### config.mk
export PLATFORM = sky130hd
export DESIGN_NAME = alu_issue
export DESIGN_NICKNAME = d
export VERILOG_FILES = /design/src/rtl/alu_issue_pkg.sv /design/src/rtl/alu_issue_reg_file.sv /design/src/rtl/alu_issue.sv
export SDC_FILE = /design/constraint.sdc
export NUM_CORES = 1
export LEC_CHECK = 0
export CORE_MARGIN = 5
export CORE_UTILIZATION = 50
export DETAILED_ROUTE_END_ITERATION = 16
export GPL_TIMING_DRIVEN = 0
export PLACE_DENSITY = 0.73
export RECOVER_POWER = 50
export SETUP_SLACK_MARGIN = 0.5
export SLEW_MARGIN = 0
export SYNTH_ARGS = -nofsm -noshare
export SYNTH_HDL_FRONTEND = slang
export SYNTH_SLANG_ARGS = --single-unit
### constraint.sdc
create_clock -name clk -period 2.3 [get_ports clk]
set_input_delay 0.46 -clock clk [delete_from_list [all_inputs] [get_ports clk]]
set_output_delay 0.46 -clock clk [all_outputs]
set_load 0.005 [all_outputs]
### src/rtl/alu_issue_pkg.sv
// alu_issue_pkg: shared widths, ALU opcodes and issue FSM state encoding
package alu_issue_pkg;
  localparam int REG_WIDTH = 16;
  localparam int ALU_OP_WIDTH = 4;
  localparam logic [ALU_OP_WIDTH-1:0] ALU_OP_ADD = 4'd0;
  localparam logic [ALU_OP_WIDTH-1:0] ALU_OP_SUB = 4'd1;
  localparam logic [ALU_OP_WIDTH-1:0] ALU_OP_AND = 4'd2;
  localparam logic [ALU_OP_WIDTH-1:0] ALU_OP_OR  = 4'd3;
  localparam logic [ALU_OP_WIDTH-1:0] ALU_OP_XOR = 4'd4;
  localparam logic [ALU_OP_WIDTH-1:0] ALU_OP_NOT = 4'd5;
  localparam logic [ALU_OP_WIDTH-1:0] ALU_OP_LSL = 4'd6;
  localparam logic [ALU_OP_WIDTH-1:0] ALU_OP_LSR = 4'd7;
  typedef enum logic [1:0] {IDLE = 2'd0, READ = 2'd1, EXEC = 2'd2, WB = 2'd3} state_t;
endpackage

### src/rtl/alu_issue_reg_file.sv
// alu_issue_reg_file: register file with two operand ports, a debug port and one write port; r0 is hardwired zero
module alu_issue_reg_file #(
  parameter int NUM_REGS = 8,
  parameter int REG_W = 16,
  parameter int IDX_W = $clog2(NUM_REGS)
) (
  input  logic             clk,
  input  logic             rst_n,
  input  logic [IDX_W-1:0] ra,
  input  logic [IDX_W-1:0] rb,
  input  logic [IDX_W-1:0] rdbg,
  output logic [REG_W-1:0] da,
  output logic [REG_W-1:0] db,
  output logic [REG_W-1:0] ddbg,
  input  logic             we,
  input  logic [IDX_W-1:0] wa,
  input  logic [REG_W-1:0] wd
);
  logic [REG_W-1:0] regs [NUM_REGS];
  assign da = ra == '0 ? '0 : regs[ra];
  assign db = rb == '0 ? '0 : regs[rb];
  assign ddbg = rdbg == '0 ? '0 : regs[rdbg];
  // storage; writes to r0 are discarded so it stays zero
  always_ff @(posedge clk or negedge rst_n)
    if (!rst_n)
      for (int i = 0; i < NUM_REGS; i++) regs[i] <= '0;
    else if (we && wa != '0)
      regs[wa] <= wd;
endmodule

### src/rtl/alu_issue.sv
// alu_issue: valid/ready issue and writeback front end driving an external combinational ALU
module alu_issue
  import alu_issue_pkg::*;
#(
  parameter int NUM_REGS = 8,
  parameter int REG_W = REG_WIDTH,
  parameter int OP_W = ALU_OP_WIDTH,
  parameter int IDX_W = $clog2(NUM_REGS)
) (
  input  logic             clk,
  input  logic             rst_n,
  input  logic             in_valid,
  output logic             in_ready,
  input  logic [OP_W-1:0]  in_op,
  input  logic [IDX_W-1:0] in_rs_idx,
  input  logic [IDX_W-1:0] in_rt_idx,
  input  logic [IDX_W-1:0] in_rd_idx,
  input  logic             in_use_imm,
  input  logic [REG_W-1:0] in_imm,
  output logic [OP_W-1:0]  alu_op,
  output logic [REG_W-1:0] alu_rs,
  output logic [REG_W-1:0] alu_rt,
  input  logic [REG_W-1:0] alu_rd,
  output logic             wb_valid,
  output logic [IDX_W-1:0] wb_idx,
  output logic [REG_W-1:0] wb_data,
  output logic             zero_flag,
  output logic             busy,
  input  logic [IDX_W-1:0] dbg_idx,
  output logic [REG_W-1:0] dbg_data
);
  state_t state_q, state_d;
  logic [OP_W-1:0] op_q;
  logic [IDX_W-1:0] rs_q, rt_q, rd_q;
  logic use_imm_q;
  logic [REG_W-1:0] imm_q, result_q, rs_val, rt_val;
  logic accept;
  assign in_ready = state_q == IDLE;
  assign accept = in_valid && in_ready;
  assign busy = state_q != IDLE;
  assign wb_valid = state_q == WB;
  assign wb_idx = rd_q;
  assign wb_data = result_q;
  alu_issue_reg_file #(.NUM_REGS(NUM_REGS), .REG_W(REG_W), .IDX_W(IDX_W)) u_rf (
    .clk(clk), .rst_n(rst_n),
    .ra(rs_q), .rb(rt_q), .rdbg(dbg_idx),
    .da(rs_val), .db(rt_val), .ddbg(dbg_data),
    .we(wb_valid), .wa(rd_q), .wd(result_q)
  );
  // one cycle per state once an instruction is accepted
  always_comb begin
    state_d = state_q;
    state_d = state_q == IDLE ? (accept ? READ : IDLE) :
              state_q == READ ? EXEC :
              state_q == EXEC ? WB : IDLE;
  end
  // latch the instruction, read operands, capture the result, update the zero flag
  always_ff @(posedge clk or negedge rst_n)
    if (!rst_n) begin
      state_q <= IDLE;
      op_q <= '0;
      rs_q <= '0;
      rt_q <= '0;
      rd_q <= '0;
      use_imm_q <= 1'b0;
      imm_q <= '0;
      result_q <= '0;
      alu_op <= OP_W'(ALU_OP_ADD);
      alu_rs <= '0;
      alu_rt <= '0;
      zero_flag <= 1'b0;
    end else begin
      state_q <= state_d;
      if (accept) begin
        op_q <= in_op;
        rs_q <= in_rs_idx;
        rt_q <= in_rt_idx;
        rd_q <= in_rd_idx;
        use_imm_q <= in_use_imm;
        imm_q <= in_imm;
      end
      if (state_q == READ) begin
        alu_op <= op_q;
        alu_rs <= rs_val;
        alu_rt <= use_imm_q ? imm_q : rt_val;
      end
      if (state_q == EXEC) result_q <= alu_rd;
      if (state_q == WB) zero_flag <= result_q == '0;
    end
endmodule

==> flow_metrics.env <==
export IMPL_wl_um=34800
export IMPL_post_route_util_pct=69.4
export IMPL_violations="hold timing"
export IMPL_p_clk_share_pct=14.2
export IMPL_finalSetupTns_ps=0
export IMPL_final_cell_area_um2=14000
export IMPL_hold_slack_ps=-13.9
export IMPL_fmax_mhz=471
export IMPL_dp_hpwl_um=20300
export IMPL_r2r_end="wb_data[6]$_DFFE_PN0N_"
export IMPL_syn_inst=780
export IMPL_hold_path_class="in -> async"
export IMPL_ios=127
export IMPL_drc=0
export IMPL_finClkSkew_ps=17.4
export IMPL_worstPathRequired_ps=1840
export IMPL_switchingPower_uw=8240
export IMPL_placed_cell_area_um2=12000
export IMPL_place_congestion=0.968
export IMPL_r2r_start="state_q[0]$_DFF_PN0_"
export IMPL_seq_area_frac_synth_pct=47.9
export IMPL_clock_path_buffers=2
export IMPL_num_vias=8246
export IMPL_p_leak_uw=0.00624
export IMPL_n_antenna_cell=0
export IMPL_grtUsageTotal_pct=27.7
export IMPL_p_int_uw=13000
export IMPL_reg2reg_depth=5
export IMPL_ys_types=35
export IMPL_ys_warn_count=0
export IMPL_root_buffer="clkbuf_16"
export IMPL_critPathLaunch="u_rf.regs[63]$_DFFE_PN0P_"
export IMPL_vias_per_cell=6.26
export IMPL_relSlewSlack_pct=55.1
export IMPL_drive_gt1_share_pct=52.7
export IMPL_p_comb_share_pct=55.5
export IMPL_drtPass1Iterations=5
export IMPL_netSwitchingFraction_pct=38.8
export IMPL_worst_pin_slew_ps=674
export IMPL_max_vdd_ir_drop_uv=928
export IMPL_status="finished, violations left"
export IMPL_nNetsFinal=1091
export IMPL_ys_ff_latch=197
export IMPL_maxCapViolCount=0
export IMPL_crit_type="reg -> out"
export IMPL_cp_arrival_ps=1660
export IMPL_hold_viol_final=20
export IMPL_power_uw=21200
export IMPL_setup_viol_count_final=0
export IMPL_final_min_clock_period_ps=2120
export IMPL_syn_num_nets=837
export IMPL_rsz0062_at_grt="true"
export IMPL_syn_cell_area_um2=10300
export IMPL_core_area_um2=20200
export IMPL_cts_sinks=197
export IMPL_cts_tree="built"
export IMPL_cp_max_fo=2
export IMPL_wl_per_cell_um=26.4
export IMPL_powerDensity_nw_per_um2=1510
export IMPL_finalCritPeriodShare_pct=92.3
export IMPL_maxSlewViolCount=0
export IMPL_die_area_um2=23600
export IMPL_clock_latency_ps=470
export IMPL_grt_pass1_vias=8200
export IMPL_grt_max_degree=113
export IMPL_drt_initial_drc_count=974
export IMPL_num_rows=52
export IMPL_clkSlewWorstSetupHoldPaths_ps=80
export IMPL_die_h_um=154
export IMPL_h_tree_depth=4
export IMPL_syn_avg_cell_area_um2=13.2
export IMPL_die_w_um=154
export IMPL_syn2layout_area_growth_pct=36.3
export IMPL_io_buffers=124
export IMPL_synth_top_area_share_pct=47.9
export IMPL_grt_overflow=0
export IMPL_antenna_found_initial=0
export IMPL_startpoint_type="flip-flop"
export IMPL_p_seq_share_pct=30.3
export IMPL_synth_largest_area_cell="dfrtp_1"
export IMPL_start_util_pct=50.9
export IMPL_ant_nets=0
export IMPL_grt_pass1_wl_um=49400
export IMPL_critPathCaptureType="output pin"
export IMPL_r2r_setup_slack_ps=290
export IMPL_cts_made_buffers=17
export IMPL_synth_area_leaders="dfrtp_1, mux2_2, mux4_2"
-- per-layer routing --
layer / wire [um] / vias to the layer above / track usage [%]
li1: - / 3455 / -
met1: 13300 / 4148 / 35.7
met2: 16100 / 523 / 42.4
met3: 3940 / 120 / 9.84
met4: 1470 / 0 / 12.7
met5: 0 / - / 0
-- cells by family after synthesis --
| logic type | Yosys count | synth area share, % |
|---|---|---|
| AOI/OAI and AO/OA | 139 | 9.04 |
| adders and majority gates | 5 | 0.607 |
| buffers and inverters | 85 | 3.98 |
| DFF | 197 | 47.9 |
| muxes | 290 | 35.5 |
| and+or+nand+nor | 64 | 3.01 |
-- critical path, stage by stage (launching register included) --
cell and delay (ps):
dfrtp_1 430, mux4_2 500, nand2_2 80, o21ai_2 60
buf_2 140
-- through the flow --
step	setup slack, ps	cells	hold slack [ps]
final	177	1317	-13.9
after global routing	156	1317	36.8
after CTS	201	1285	17.8
after detailed placement	-659	1175	487
after global placement	-7610	1174	482
after floorplan	506	780	164
-- final cells by class --
| type | count | area [um^2] |
|---|---|---|
| Fill cell | 1395 | 6190 |
| Timing Repair Buffer | 235 | 2150 |
| Clock inverter | 15 | 165 |
| Clock buffer | 17 | 425 |
| Buffer | 67 | 684 |
| Multi-Input combinational cell | 498 | 5260 |
| Tap cell | 270 | 338 |
| Inverter | 18 | 68.8 |
| Sequential cell | 197 | 4950 |
-- power by group through the flow --
| stage | logic [uW] | clock network [uW] | registers (uW) |
|---|---|---|---|
| floorplan | 5830 | 0 | 6240 |
| global placement | 8720 | 0 | 6750 |
| detailed placement | 8890 | 0 | 6800 |
| CTS | 10400 | 3010 | 6270 |
| global route | 12300 | 3160 | 6570 |
| finish | 11800 | 3020 | 6430 |
-- sequential cells by signal, indices dropped and copies added (netlist names) --
register	flops
wb_idx	3
op_q	4
alu_rs	16
alu_op	4
alu_rt	16
wb_data	16
zero_flag	1
rt_q	3
imm_q	16
use_imm_q	1
rs_q	3
u_rf.regs	112
state_q	2
-- how the worst max path moves through the flow --
stage / to / slack (ps)
final: dbg_data[15] / 180
after global placement: wb_data[9]$_DFFE_PN0N_ / -7610
after detailed placement: dbg_data[1] / -660
after CTS: dbg_data[7] / 200
after floorplan: u_rf.regs[53]$_DFFE_PN0P_ / 510
after global routing: dbg_data[15] / 160
-- cell usage in the layout (no fill, tap or decap), types with 24 or more instances in the layout --
master             n
mux4_2            33
mux2_2           198
nand2_1           31
mux2_4            39
buf_6             26
o21ai_1           24
buf_4             99
clkdlybuf4s25_1   26
buf_2             24
a22oi_1           38
clkdlybuf4s50_1   57
dfrtp_1          179
-- synthesized netlist by cell type --
library cell and n:
nand2_1 39, o22ai_1 12, nand4b_1 3, a21oi_1 6, buf_2 32, o21a_1 10
buf_4 5, nor4bb_1 2, clkbuf_1 18, nand4_1 2, mux2i_1 13, mux2_4 10
mux4_2 33, buf_1 8, o21ai_0 29, clkbuf_2 1, o21ai_1 15, buf_12 1
a21o_1 5, mux2_1 8, nor2b_1 6, dfrtp_1 197, a221o_1 1, inv_2 1
and2_1 1, ha_1 5, nor3_2 1, a221oi_1 20, and2b_1 1, nor2_1 5
nor4_1 4, buf_6 2, a22oi_1 41, mux2_2 226, inv_1 17
-- timing repair --
item / 4_1_cts / 5_1_grt
setup endpoints to repair: 224 / 185
pin swaps: 20 / 8
cloned: 1 / 7
buffers inserted: 77 / 25
hold buffers: 0 / 0
gates resized for setup: 208 / 142
Note: power is estimated with default switching activity, not from simulation.
